File: src/rtl/f_pc_reg.sv
// Fetch-stage PC register: latches next-PC, redirects to the exception handler,
// tags branch-delay slots, flags illegal fetch addresses and counts fetch/exception events.
module f_pc_reg #(
  parameter logic [31:0] RESET_PC   = 32'h0000_3000,
  parameter logic [31:0] HANDLER_PC = 32'h0000_4180,
  parameter logic [31:0] IM_LO      = 32'h0000_3000,
  parameter logic [31:0] IM_HI      = 32'h0000_6FFF,
  parameter logic [4:0]  EXC_ADEL   = 5'd4
) (
  input  logic        clk,
  input  logic        reset,
  input  logic [31:0] npc,
  input  logic        stall,
  input  logic        req,
  input  logic        D_is_jump,
  output logic [31:0] F_PC,
  output logic        F_bd,
  output logic        F_exc,
  output logic [4:0]  F_exc_code,
  output logic [31:0] F_fetch_cnt,
  output logic [15:0] F_exc_cnt
);

  logic [31:0] pc_q, pc_d;
  logic        bd_q, bd_d;
  logic [31:0] fetch_cnt_q, fetch_cnt_d;
  logic [15:0] exc_cnt_q, exc_cnt_d;
  logic        adel;

  // Redirect beats stall; a stalled cycle holds every register.
  always_comb begin
    pc_d        = pc_q;
    bd_d        = bd_q;
    fetch_cnt_d = fetch_cnt_q;
    exc_cnt_d   = exc_cnt_q;
    if (req) begin
      pc_d = HANDLER_PC;
      bd_d = 1'b0;
      if (exc_cnt_q != 16'hFFFF) begin
        exc_cnt_d = exc_cnt_q + 16'd1;
      end
    end else if (!stall) begin
      pc_d        = npc;
      bd_d        = D_is_jump;
      fetch_cnt_d = fetch_cnt_q + 32'd1;
    end
  end

  always_ff @(posedge clk) begin
    if (reset) begin
      pc_q        <= RESET_PC;
      bd_q        <= 1'b0;
      fetch_cnt_q <= 32'd0;
      exc_cnt_q   <= 16'd0;
    end else begin
      pc_q        <= pc_d;
      bd_q        <= bd_d;
      fetch_cnt_q <= fetch_cnt_d;
      exc_cnt_q   <= exc_cnt_d;
    end
  end

  always_comb begin
    adel = (pc_q[1:0] != 2'b00) || (pc_q < IM_LO) || (pc_q > IM_HI);
  end

  assign F_PC        = pc_q;
  assign F_bd        = bd_q;
  assign F_exc       = adel;
  assign F_exc_code  = adel ? EXC_ADEL : 5'd0;
  assign F_fetch_cnt = fetch_cnt_q;
  assign F_exc_cnt   = exc_cnt_q;

endmodule
File: config.mk
export PLATFORM = sky130hd
export DESIGN_NAME = f_pc_reg
export DESIGN_NICKNAME = d
export VERILOG_FILES = /design/src/rtl/f_pc_reg.sv
export SDC_FILE = /design/constraint.sdc
export NUM_CORES = 1
export LEC_CHECK = 0
export ABC_AREA = 1
export ABC_CLOCK_PERIOD_IN_PS = 2050
export BUFFER_PORTS_ARGS = -buffer_cell sky130_fd_sc_hd__buf_4
export CORE_ASPECT_RATIO = 0.6
export CORE_MARGIN = 1
export CORE_UTILIZATION = 51
export CTS_CLUSTER_DIAMETER = 30
export DETAILED_ROUTE_END_ITERATION = 7
export PLACE_DENSITY = 0.91
export SLEW_MARGIN = 20
export SYNTH_ARGS = -nofsm -noshare
export SYNTH_HDL_FRONTEND = slang
export SYNTH_SLANG_ARGS = --single-unit
File: constraint.sdc
create_clock -name clk -period 2.05 [get_ports clk]
set_input_delay 0.205 -clock clk [delete_from_list [all_inputs] [get_ports clk]]
set_output_delay 0.205 -clock clk [all_outputs]
set_load 0.01 [all_outputs]
# --- After elaboration in Yosys (flattened, before gate mapping) ---
# Cells that the tools add are included.
# W data, S select, Z words.
word_totals:
  ff_bits: 81
  input_bits: 37
  output_inout_bits: 87
  elab_cells: 22
op_classes:
  add_sub_neg: 2
  n_lt_le_gt_ge: 2
  n_eq_ne: 2
  mux: 3
  bitwise_logic: 2
  reduce_logical: 6
ops:
  columns: ["operator", "count"]
  rows:
  - ["$add A32 B1 Y32 const B", 1]
  - ["$gt A32 B15 Y1 const B", 1]
  - ["$lt A32 B14 Y1 const B", 1]
  - ["$mux W15", 2]
  - ["$add A16 B1 Y16 const B", 1]
  - ["$ne A16 B16 Y1 const B", 1]
  - ["$reduce_and A2 Y1", 2]
  - ["$mux W3", 1]
  - ["$logic_or A1 B1 Y1", 2]
  - ["$ne A2 B1 Y1 const B", 1]
  - ["$not A1 Y1", 2]
  - ["$reduce_bool A2 Y1", 1]
  - ["$reduce_or A2 Y1", 1]

# --- Depth between registers and ports, before layout ---
# Gate-level depths: netlist of run 1.
depth:
  ltp_word: 4
  mapped_depth: 11
  depth_no_buf: 10

# --- Least setup slack after synthesis of run 1 ---
# No wires, ideal clock.
synth_timing:
  kind: "register -> register"
  from: "reg fetch_cnt_q[0], in the netlist F_fetch_cnt[0]"
  to: "reg fetch_cnt_q[14], in the netlist F_fetch_cnt[14]"
  arrival_ns: 1.458
  path_slack_ns: 0.476
  stages_incl_launch_ff: 9
  period_less_slack_ns: 1.574
  path_cell_list: "dfxtp_1 ha_1 nand3_1 nor2_4 nand3_4 inv_1 nand2_1 o21ai_0 nor2_1"
synth_via:
  elab_chain_len: 1
synth_lines:
  columns: ["element", "line", "source"]
  rows:
  - ["start: declaration", "26", "logic [31:0] fetch_cnt_q, fetch_cnt_d;"]
  - ["start signal: assignment", "58", "fetch_cnt_q <= fetch_cnt_d;"]
  - ["$add A32 B1 Y32", "45", "fetch_cnt_d = fetch_cnt_q + 32'd1;"]
# No other way between the ends.
# A chain may end at the register's enable or synchronous reset.

# --- Final worst setup path of run 1 ---
layout_timing:
  from: "reg exc_cnt_q[0], in the netlist F_exc_cnt[0]"
  to: "reg exc_cnt_q[4], in the netlist F_exc_cnt[4]"
layout_via:
  elab_chain_len: 2
  word_cells_on_any_way: 3
  cone_classes: "add/sub: 1; eq/ne: 1; reduce/logical: 1"
layout_lines:
  columns: ["element", "line", "source"]
  rows:
  - ["start: declaration", "27", "logic [15:0] exc_cnt_q, exc_cnt_d;"]
  - ["start signal: assignment", "59", "exc_cnt_q <= exc_cnt_d;"]
  - ["branches (longest 2 deep; another with $add A16 B1 Y16)", null, null]
# Parallel ways; which one is timed is not known.

==> results.sh, run 1 <==
export IMPL_cts_setup_buffers=0
export IMPL_crit_path_start="F_exc_cnt[0]$_SDFFE_PP0P_"
export IMPL_die_h_um=69.5
export IMPL_worstPathCellList="ha_1, nand3_1, inv_2, nand3_1, nand2_1, nand2_1, buf_12, clkinv_8, nand2_1, a21oi_1"
export IMPL_drv_cap=0
export IMPL_vias=4097
export IMPL_nNetsFinal=727
export IMPL_p_sw_w=0.000823
export IMPL_ys_seq_area_frac=0.419
export IMPL_cpMostUsedCell="nand2_1"
export IMPL_synthCells=572
export IMPL_path_delay_family="simple AND/OR/NAND/NOR gates"
export IMPL_synth_ff_type="dfxtp_1"
export IMPL_worst_slack_ns=0.202
export IMPL_rows=24
export IMPL_ys_types=30
export IMPL_period_needed_ns=1.85
export IMPL_yosysWarnings=0
export IMPL_dp_cells=781
export IMPL_hold_violations=0
export IMPL_clock_latency_ns=0.34
export IMPL_crit_required_ns=2.31
export IMPL_switching_share=0.223
export IMPL_portBuffers=119
export IMPL_syn_area_um2=3870
export IMPL_power_leakage_nw=2.30
export IMPL_power_frac_seq=0.443
export IMPL_p_int_w=0.00287
export IMPL_cts_buffers=9
export IMPL_clock_fmax_ghz=0.541
export IMPL_layout_commonest_cell="nand2_1"
export IMPL_worstSetupPathType="reg2reg"
export IMPL_synth_edf_count=0
export IMPL_cts_resized_gates=0
export IMPL_htree_levels=3
export IMPL_chipWidth_um=115
export IMPL_clockPowerShare=0.477
export IMPL_drtIter0Drc=381
export IMPL_pre_cts_ws_ns=0.266
export IMPL_cp_end_kind="flip-flop"
export IMPL_avgViaCountPerCell=5.14
export IMPL_gp_congestion=0.901
export IMPL_synthArstFlopShare=0
export IMPL_start_util=0.531
export IMPL_clock_path_buffers=2
export IMPL_dr_pass1_iters=5
export IMPL_hold_buffers=0
export IMPL_cp_slowest_cell="dfxtp_1"
export IMPL_grt_pass1_wl_mm=17.9
export IMPL_cp_data_arrival_time_ns=2.10
export IMPL_clockRootBuffer="clkbuf_16"
export IMPL_period_share=0.901
export IMPL_crit_buf_inv=3
export IMPL_area_growth_pct=33.3
export IMPL_finalWirelength_mm=11.1
export IMPL_layout_common_cells="nand2_1 (181), buf_4 (122), nor2_1 (87), dfxtp_1 (81)"
export IMPL_avgSynthCellArea_um2=6.77
export IMPL_hp_start="npc[12]"
export IMPL_cts_sinks=81
export IMPL_ant_nets=0
export IMPL_comb_power_share=0.080
export IMPL_skew_ns=0.00585
export IMPL_ios=124
export IMPL_synth_seq_cells=81
export IMPL_setup_viol=0
export IMPL_ir_drop_v=0.000493
export IMPL_status="finished clean"
export IMPL_coreArea_um2=7300
export IMPL_tns_ns=0
export IMPL_worstReg2RegStart="F_exc_cnt[0]$_SDFFE_PP0P_"
export IMPL_power_density_nw_per_um2=716
export IMPL_num_antenna_cells=0
export IMPL_cts_clk_slew_worst_paths_ns=0.06
export IMPL_wl_per_cell_um=13.9
export IMPL_grt_overflow_total=0
export IMPL_grt_pass1_vias=3730
export IMPL_grt_max_degree=32
export IMPL_hp_class="in2reg"
export IMPL_grt_usage=0.286
export IMPL_drive_gt1_frac=0.229
export IMPL_slowest_delay_ns=0.44
export IMPL_rsz0062_at_grt="false"
export IMPL_start_kind="flip-flop"
export IMPL_place_detailed_hpwl_mm=8.02
export IMPL_antenna_found_initial=0
export IMPL_drv_slew=0
export IMPL_cp_max_fo=14
export IMPL_final_cells=797
export IMPL_cts_tree="done"
export IMPL_dieArea_um2=7960
export IMPL_drc_errors=0
[per-layer routing]
metal	track usage	vias up	share of wire
met3	0.0822	20	0.070
met5	0	-	0
li1	-	2026	-
met2	0.432	158	0.45
met1	0.398	1893	0.46
met4	0.0823	0	0.016
[final cells by class]
type	count	area (um^2)
Timing Repair Buffer	123	936
Clock inverter	5	77.6
Sequential cell	81	1620
Multi-Input combinational cell	418	1930
Clock buffer	11	253
Fill cell	564	2130
Tap cell	104	130
Inverter	55	219
[path summary, 6_finish.rpt]
check	endpoint	slack (ns)	depth (start not counted)
max	F_exc_cnt[4]$_SDFFE_PP0P_	0.20	10
min	F_PC[12]$_SDFFE_PP1P_	0.11	2
max reg2reg	F_exc_cnt[4]$_SDFFE_PP0P_	0.20	10
min reg2reg	F_PC[2]$_SDFFE_PP0N_	0.47	2
[metrics by stage]
| stage | cell area (um^2) | util | hold WS, ns | power (W) |
|---|---|---|---|---|
| final | 5160 | 0.707 | 0.108 | 0.00370 |
| after global routing | 5160 | 0.707 | 0.0888 | 0.00383 |
| after CTS | 5160 | 0.707 | 0.0929 | 0.00372 |
| after detailed placement | 4830 | 0.662 | 0.444 | 0.00196 |
| after global placement | 4830 | 0.662 | 0.439 | 0.00195 |
| after floorplan | 3880 | - | 0.350 | 0.00182 |
[flip-flops by register name, summed over array words and instances (netlist names)]
name         flops
F_bd             1
F_fetch_cnt     32
F_PC            32
F_exc_cnt       16
[logic make-up after synthesis]
group | after synthesis | synth area share
flops | 81 | 0.419
fa+ha+maj | 2 | 0.00646
simple gates | 334 | 0.373
xor+xnor | 11 | 0.0249
buf+inv | 76 | 0.0872
compound gates | 67 | 0.0891
other cells | 1 | 0.000968
[worst reg2reg max path, stage by stage (launching register included)]
cell and delay, ns:
dfxtp_1 0.44, ha_1 0.24, nand3_1 0.20, inv_2 0.08, nand3_1 0.08, nand2_1 0.07, nand2_1 0.17, buf_12 0.22
clkinv_8 0.06, nand2_1 0.04, a21oi_1 0.16
[Yosys cell counts, drive strengths merged, types with 4 or more instances]
cell type | count | area share
buf | 16 | 0.026
nand4 | 8 | 0.013
dfxtp | 81 | 0.42
xor2 | 7 | 0.016
nor4 | 4 | 0.0065
o21ai | 15 | 0.019
nand2 | 184 | 0.18
xnor2 | 4 | 0.0090
nor3 | 9 | 0.012
nor2 | 97 | 0.11
a21oi | 50 | 0.065
nand3 | 29 | 0.044
inv | 54 | 0.052
clkbuf | 5 | 0.0048
[power groups by stage]
stage	Sequential, W	Combinational [W]	Clock (W)
2_1_floorplan	0.00168	0.000141	0
3_3_place_gp	0.00167	0.000286	0
3_5_place_dp	0.00167	0.000294	0
4_1_cts	0.00164	0.000296	0.00179
5_1_grt	0.00164	0.000326	0.00186
6_report	0.00164	0.000297	0.00176
Power figures use the tool's default switching activity.
==> run 2: changes to the inputs <==
--- a/config.mk
+++ b/config.mk
@@ -13,7 +13,7 @@
 export CORE_UTILIZATION = 51
 export CTS_CLUSTER_DIAMETER = 30
 export DETAILED_ROUTE_END_ITERATION = 7
-export PLACE_DENSITY = 0.91
+export PLACE_DENSITY_LB_ADDON = 0.3
 export SLEW_MARGIN = 20
 export SYNTH_ARGS = -nofsm -noshare
 export SYNTH_HDL_FRONTEND = slang
==> results.sh, run 2 (same netlist as run 1, synthesis figures left out) <==
export IMPL_status="finished clean"
export IMPL_period_needed_ns=1.84
export IMPL_cts_tree="done"
export IMPL_nNetsFinal=728
export IMPL_antenna_found_initial=0
export IMPL_grt_pass1_vias=3661
export IMPL_drtIter0Drc=264
export IMPL_grt_usage=0.275
export IMPL_coreArea_um2=7300
export IMPL_rows=24
export IMPL_portBuffers=119
export IMPL_ir_drop_v=0.000670
export IMPL_hold_violations=0
export IMPL_cp_max_fo=14
export IMPL_drv_cap=0
export IMPL_clock_path_buffers=2
export IMPL_clock_latency_ns=0.33
export IMPL_cp_data_arrival_time_ns=2.06
export IMPL_area_growth_pct=31.8
export IMPL_num_antenna_cells=0
export IMPL_place_detailed_hpwl_mm=7.84
export IMPL_layout_commonest_cell="nand2_1"
export IMPL_wl_per_cell_um=13.2
export IMPL_skew_ns=0.00469
export IMPL_ios=124
export IMPL_drv_slew=0
export IMPL_clockRootBuffer="clkbuf_16"
export IMPL_cts_resized_gates=0
export IMPL_cts_clk_slew_worst_paths_ns=0.06
export IMPL_hp_class="in2reg"
export IMPL_worstSetupPathType="reg2reg"
export IMPL_start_kind="flip-flop"
export IMPL_ant_nets=0
export IMPL_finalWirelength_mm=10.5
export IMPL_hold_ws_ns=0.116
export IMPL_crit_required_ns=2.27
export IMPL_setup_viol=0
export IMPL_tns_ns=0
export IMPL_clock_fmax_ghz=0.544
export IMPL_chipWidth_um=115
export IMPL_power_leakage_nw=2.27
export IMPL_grt_pass1_wl_mm=17.2
export IMPL_dr_pass1_iters=5
export IMPL_grt_max_degree=32
export IMPL_power_density_nw_per_um2=659
export IMPL_dieArea_um2=7960
export IMPL_die_h_um=69.5
export IMPL_hold_buffers=0
export IMPL_layout_common_cells="nand2_1 (181), buf_4 (123), nor2_1 (87), dfxtp_1 (81)"
export IMPL_gp_congestion=0.885
export IMPL_cts_setup_buffers=0
export IMPL_cts_buffers=9
export IMPL_htree_levels=3
export IMPL_start_util=0.531
export IMPL_rsz0062_at_grt="false"
export IMPL_cp_end_kind="flip-flop"
export IMPL_cts_sinks=81
export IMPL_vias=3999
export IMPL_drc_errors=0
export IMPL_drive_gt1_frac=0.227
export IMPL_avgViaCountPerCell=5.02
export IMPL_grt_overflow_total=0
export IMPL_period_share=0.896
run 2: cell types whose count changed in the layout (fill, tap and decap cells not counted):
| cell | before | now |
|---|---|---|
| clkbuf_8 | 2 | 1 |
| bufinv_16 | 2 | 0 |
| buf_4 | 122 | 123 |
| clkbuf_1 | 0 | 2 |
run 2: layer usage:
| layer | up-vias | GRT usage | routed length, um |
|---|---|---|---|
| met2 | 124 | 0.428 | 4710 |
| li1 | 2027 | - | - |
| met3 | 16 | 0.0787 | 753 |
| met4 | 0 | 0.0693 | 136 |
| met1 | 1832 | 0.376 | 4900 |
| met5 | - | 0 | 0 |
run 2: path summary, 6_finish.rpt:
| kind | cells after the start | endpoint | slack [ns] | from |
|---|---|---|---|---|
| min reg2reg | 2 | F_bd$_SDFFE_PP0N_ | 0.46 | F_bd$_SDFFE_PP0N_ |
| min | 2 | F_PC[12]$_SDFFE_PP1P_ | 0.12 | npc[12] |
| max | 9 | F_exc_cnt[1]$_SDFFE_PP0P_ | 0.21 | F_exc_cnt[0]$_SDFFE_PP0P_ |
| max reg2reg | 9 | F_exc_cnt[1]$_SDFFE_PP0P_ | 0.21 | F_exc_cnt[0]$_SDFFE_PP0P_ |
run 2: critical path, cell delays in order (launching register included):
cell and delay, ns:
dfxtp_1 0.44, ha_1 0.24, nand3_1 0.18, inv_2 0.08
nand3_1 0.08, nand2_1 0.07, nand2_1 0.18, buf_12 0.22
o21ai_0 0.17, nor2_1 0.06
run 2: area by class of cell:
type	count	area (um^2)
Clock buffer	12	246
Sequential cell	81	1620
Inverter	55	219
Fill cell	648	2190
Multi-Input combinational cell	418	1930
Clock inverter	3	17.5
Timing Repair Buffer	124	943
Tap cell	104	130
run 2: per-stage QoR:
step	util	std cells	worst slack [ns]	total power (W)	instance area (um^2)
2_1_floorplan	-	575	0.476	0.00182	3880
5_1_grt	0.699	797	0.0465	0.00350	5100
3_3_place_gp	0.663	782	0.387	0.00195	4840
3_5_place_dp	0.663	782	0.266	0.00197	4840
4_1_cts	0.699	797	0.207	0.00339	5100
6_report	0.699	797	0.213	0.00336	5100
run 2: report_power, final:
group | switching, W | internal [W] | leakage (nW)
sequential | 0.0000288 | 0.00161 | 0.658
combinational | 0.000158 | 0.000138 | 1.48
clock | 0.000590 | 0.000842 | 0.128
==> run 3: changes to the inputs <==
--- a/config.mk
+++ b/config.mk
@@ -14,6 +14,7 @@
 export CTS_CLUSTER_DIAMETER = 30
 export DETAILED_ROUTE_END_ITERATION = 7
 export PLACE_DENSITY_LB_ADDON = 0.3
+export REMOVE_ABC_BUFFERS = 1
 export SLEW_MARGIN = 20
 export SYNTH_ARGS = -nofsm -noshare
 export SYNTH_HDL_FRONTEND = slang
==> results.sh, run 3 (same netlist as run 1, synthesis figures left out) <==
export IMPL_status="finished clean"
export IMPL_worstSetupPathType="reg2reg"
export IMPL_hp_class="in2reg"
export IMPL_ir_drop_v=0.000531
export IMPL_clockRootBuffer="clkbuf_16"
export IMPL_antenna_found_initial=0
export IMPL_coreArea_um2=7300
export IMPL_layout_common_cells="nand2_1 (181), buf_4 (123), nor2_1 (87), dfxtp_1 (81)"
export IMPL_hold_ws_ns=0.0969
export IMPL_period_needed_ns=1.73
export IMPL_rows=24
export IMPL_cts_sinks=81
export IMPL_chipWidth_um=115
export IMPL_die_h_um=69.5
export IMPL_dr_pass1_iters=5
export IMPL_skew_ns=0.00981
export IMPL_area_growth_pct=32.3
export IMPL_place_detailed_hpwl_mm=7.55
export IMPL_cts_resized_gates=0
export IMPL_cp_max_fo=20
export IMPL_stdcell_area_um2=5120
export IMPL_layout_commonest_cell="nand2_1"
export IMPL_grt_max_degree=34
export IMPL_gp_congestion=0.891
export IMPL_clock_fmax_ghz=0.578
export IMPL_dp_cells=781
export IMPL_crit_required_ns=2.27
export IMPL_tns_ns=0
export IMPL_vias=4005
export IMPL_finalWirelength_mm=10.2
export IMPL_final_cells=796
export IMPL_clock_path_buffers=2
export IMPL_reg2reg_depth=9
export IMPL_nFillCells=629
export IMPL_portBuffers=119
export IMPL_clock_latency_ns=0.34
export IMPL_grt_pass1_wl_mm=16.7
export IMPL_avgViaCountPerCell=5.03
export IMPL_ios=124
export IMPL_power_density_nw_per_um2=694
export IMPL_drc_errors=0
export IMPL_cts_buffers=9
export IMPL_drtIter0Drc=286
export IMPL_wl_per_cell_um=12.8
export IMPL_dieArea_um2=7960
export IMPL_start_util=0.531
export IMPL_power_leakage_nw=2.27
export IMPL_hold_buffers=0
export IMPL_setup_viol=0
export IMPL_rrSetupSlack_ns=0.32
export IMPL_drive_gt1_frac=0.228
export IMPL_worstReg2RegStart="F_exc_cnt[0]$_SDFFE_PP0P_"
export IMPL_cts_tree="done"
export IMPL_drv_slew=0
export IMPL_grt_pass1_vias=3559
export IMPL_period_share=0.844
export IMPL_cp_end_kind="flip-flop"
export IMPL_ant_nets=0
export IMPL_holdPathEnd="F_PC[13]$_SDFFE_PP1P_"
export IMPL_holdPathStages=2
export IMPL_hp_start="npc[13]"
export IMPL_cts_setup_buffers=0
export IMPL_grt_usage=0.266
export IMPL_num_antenna_cells=0
export IMPL_regToRegEndpoint="F_exc_cnt[1]$_SDFFE_PP0P_"
export IMPL_grt_overflow_total=0
export IMPL_nNetsFinal=727
export IMPL_cts_clk_slew_worst_paths_ns=0.06
export IMPL_place_area_um2=4820
export IMPL_totalPowerFinal_w=0.00356
export IMPL_htree_levels=3
export IMPL_hold_violations=0
export IMPL_drv_cap=0
export IMPL_start_kind="flip-flop"
export IMPL_cp_data_arrival_time_ns=1.95
export IMPL_rsz0062_at_grt="false"
==> run 3: changes by cell type in the layout (fill, tap and decap cells not counted) <==
| cell | delta |
|---|---|
| clkbuf_8 | +1 |
| bufinv_16 | +1 |
| clkinvlp_4 | +2 |
| clkinv_2 | -2 |
| buf_12 | -1 |
| clkbuf_1 | -2 |
==> run 3: critical path, stage by stage, from the launching register on <==
cell,delay [ns]
dfxtp_1,0.44
ha_1,0.22
nand3_1,0.19
inv_2,0.09
nand3_1,0.08
nand2_1,0.07
nand2_1,0.04
buf_4,0.21
o21ai_0,0.21
nor2_1,0.06
==> run 3: stage by stage <==
stage,utilization,setup slack [ns]
after CTS,0.702,0.350
after global placement,0.660,0.449
after global routing,0.702,0.182
final,0.702,0.319
after detailed placement,0.660,0.337
after floorplan,-,0.265
==> run 3: layer usage <==
layer	GRT usage	wire, um	vias to the layer above
met5	0	0	-
met4	0.0952	138	0
met3	0.0734	844	16
met2	0.408	4480	167
met1	0.359	4740	1793
li1	-	-	2029
==> run 3: worst max path at each step <==
stage	slack (ns)	end	from	depth (start not counted)
floorplan	0.27	F_exc_cnt[1]$_SDFFE_PP0P_	F_exc_cnt[0]$_SDFFE_PP0P_	8
global placement	0.45	F_exc_cnt[1]$_SDFFE_PP0P_	F_exc_cnt[0]$_SDFFE_PP0P_	9
detailed placement	0.34	F_exc_cnt[1]$_SDFFE_PP0P_	F_exc_cnt[0]$_SDFFE_PP0P_	9
CTS	0.35	F_exc_cnt[1]$_SDFFE_PP0P_	F_exc_cnt[0]$_SDFFE_PP0P_	9
global route	0.18	F_exc_cnt[7]$_SDFFE_PP0P_	F_exc_cnt[0]$_SDFFE_PP0P_	10
finish	0.32	F_exc_cnt[1]$_SDFFE_PP0P_	F_exc_cnt[0]$_SDFFE_PP0P_	9
==> run 3: power by group <==
group / internal, W / switching (W)
clock: 0.00100 / 0.000629
sequential: 0.00161 / 0.0000286
combinational: 0.000135 / 0.000156
total: 0.00275 / 0.000813
==> run 3: final cells by class <==
cell class              instances  area [um^2]  share of cell area
multi-input cells             418         1930               0.376
flip-flops and latches         81         1620               0.316
repair buffers                123          923               0.180
clock buffers                  11          253              0.0493
inverters                      55          219              0.0427
well taps                     104          130              0.0254
clock inverters                 4         52.6              0.0103
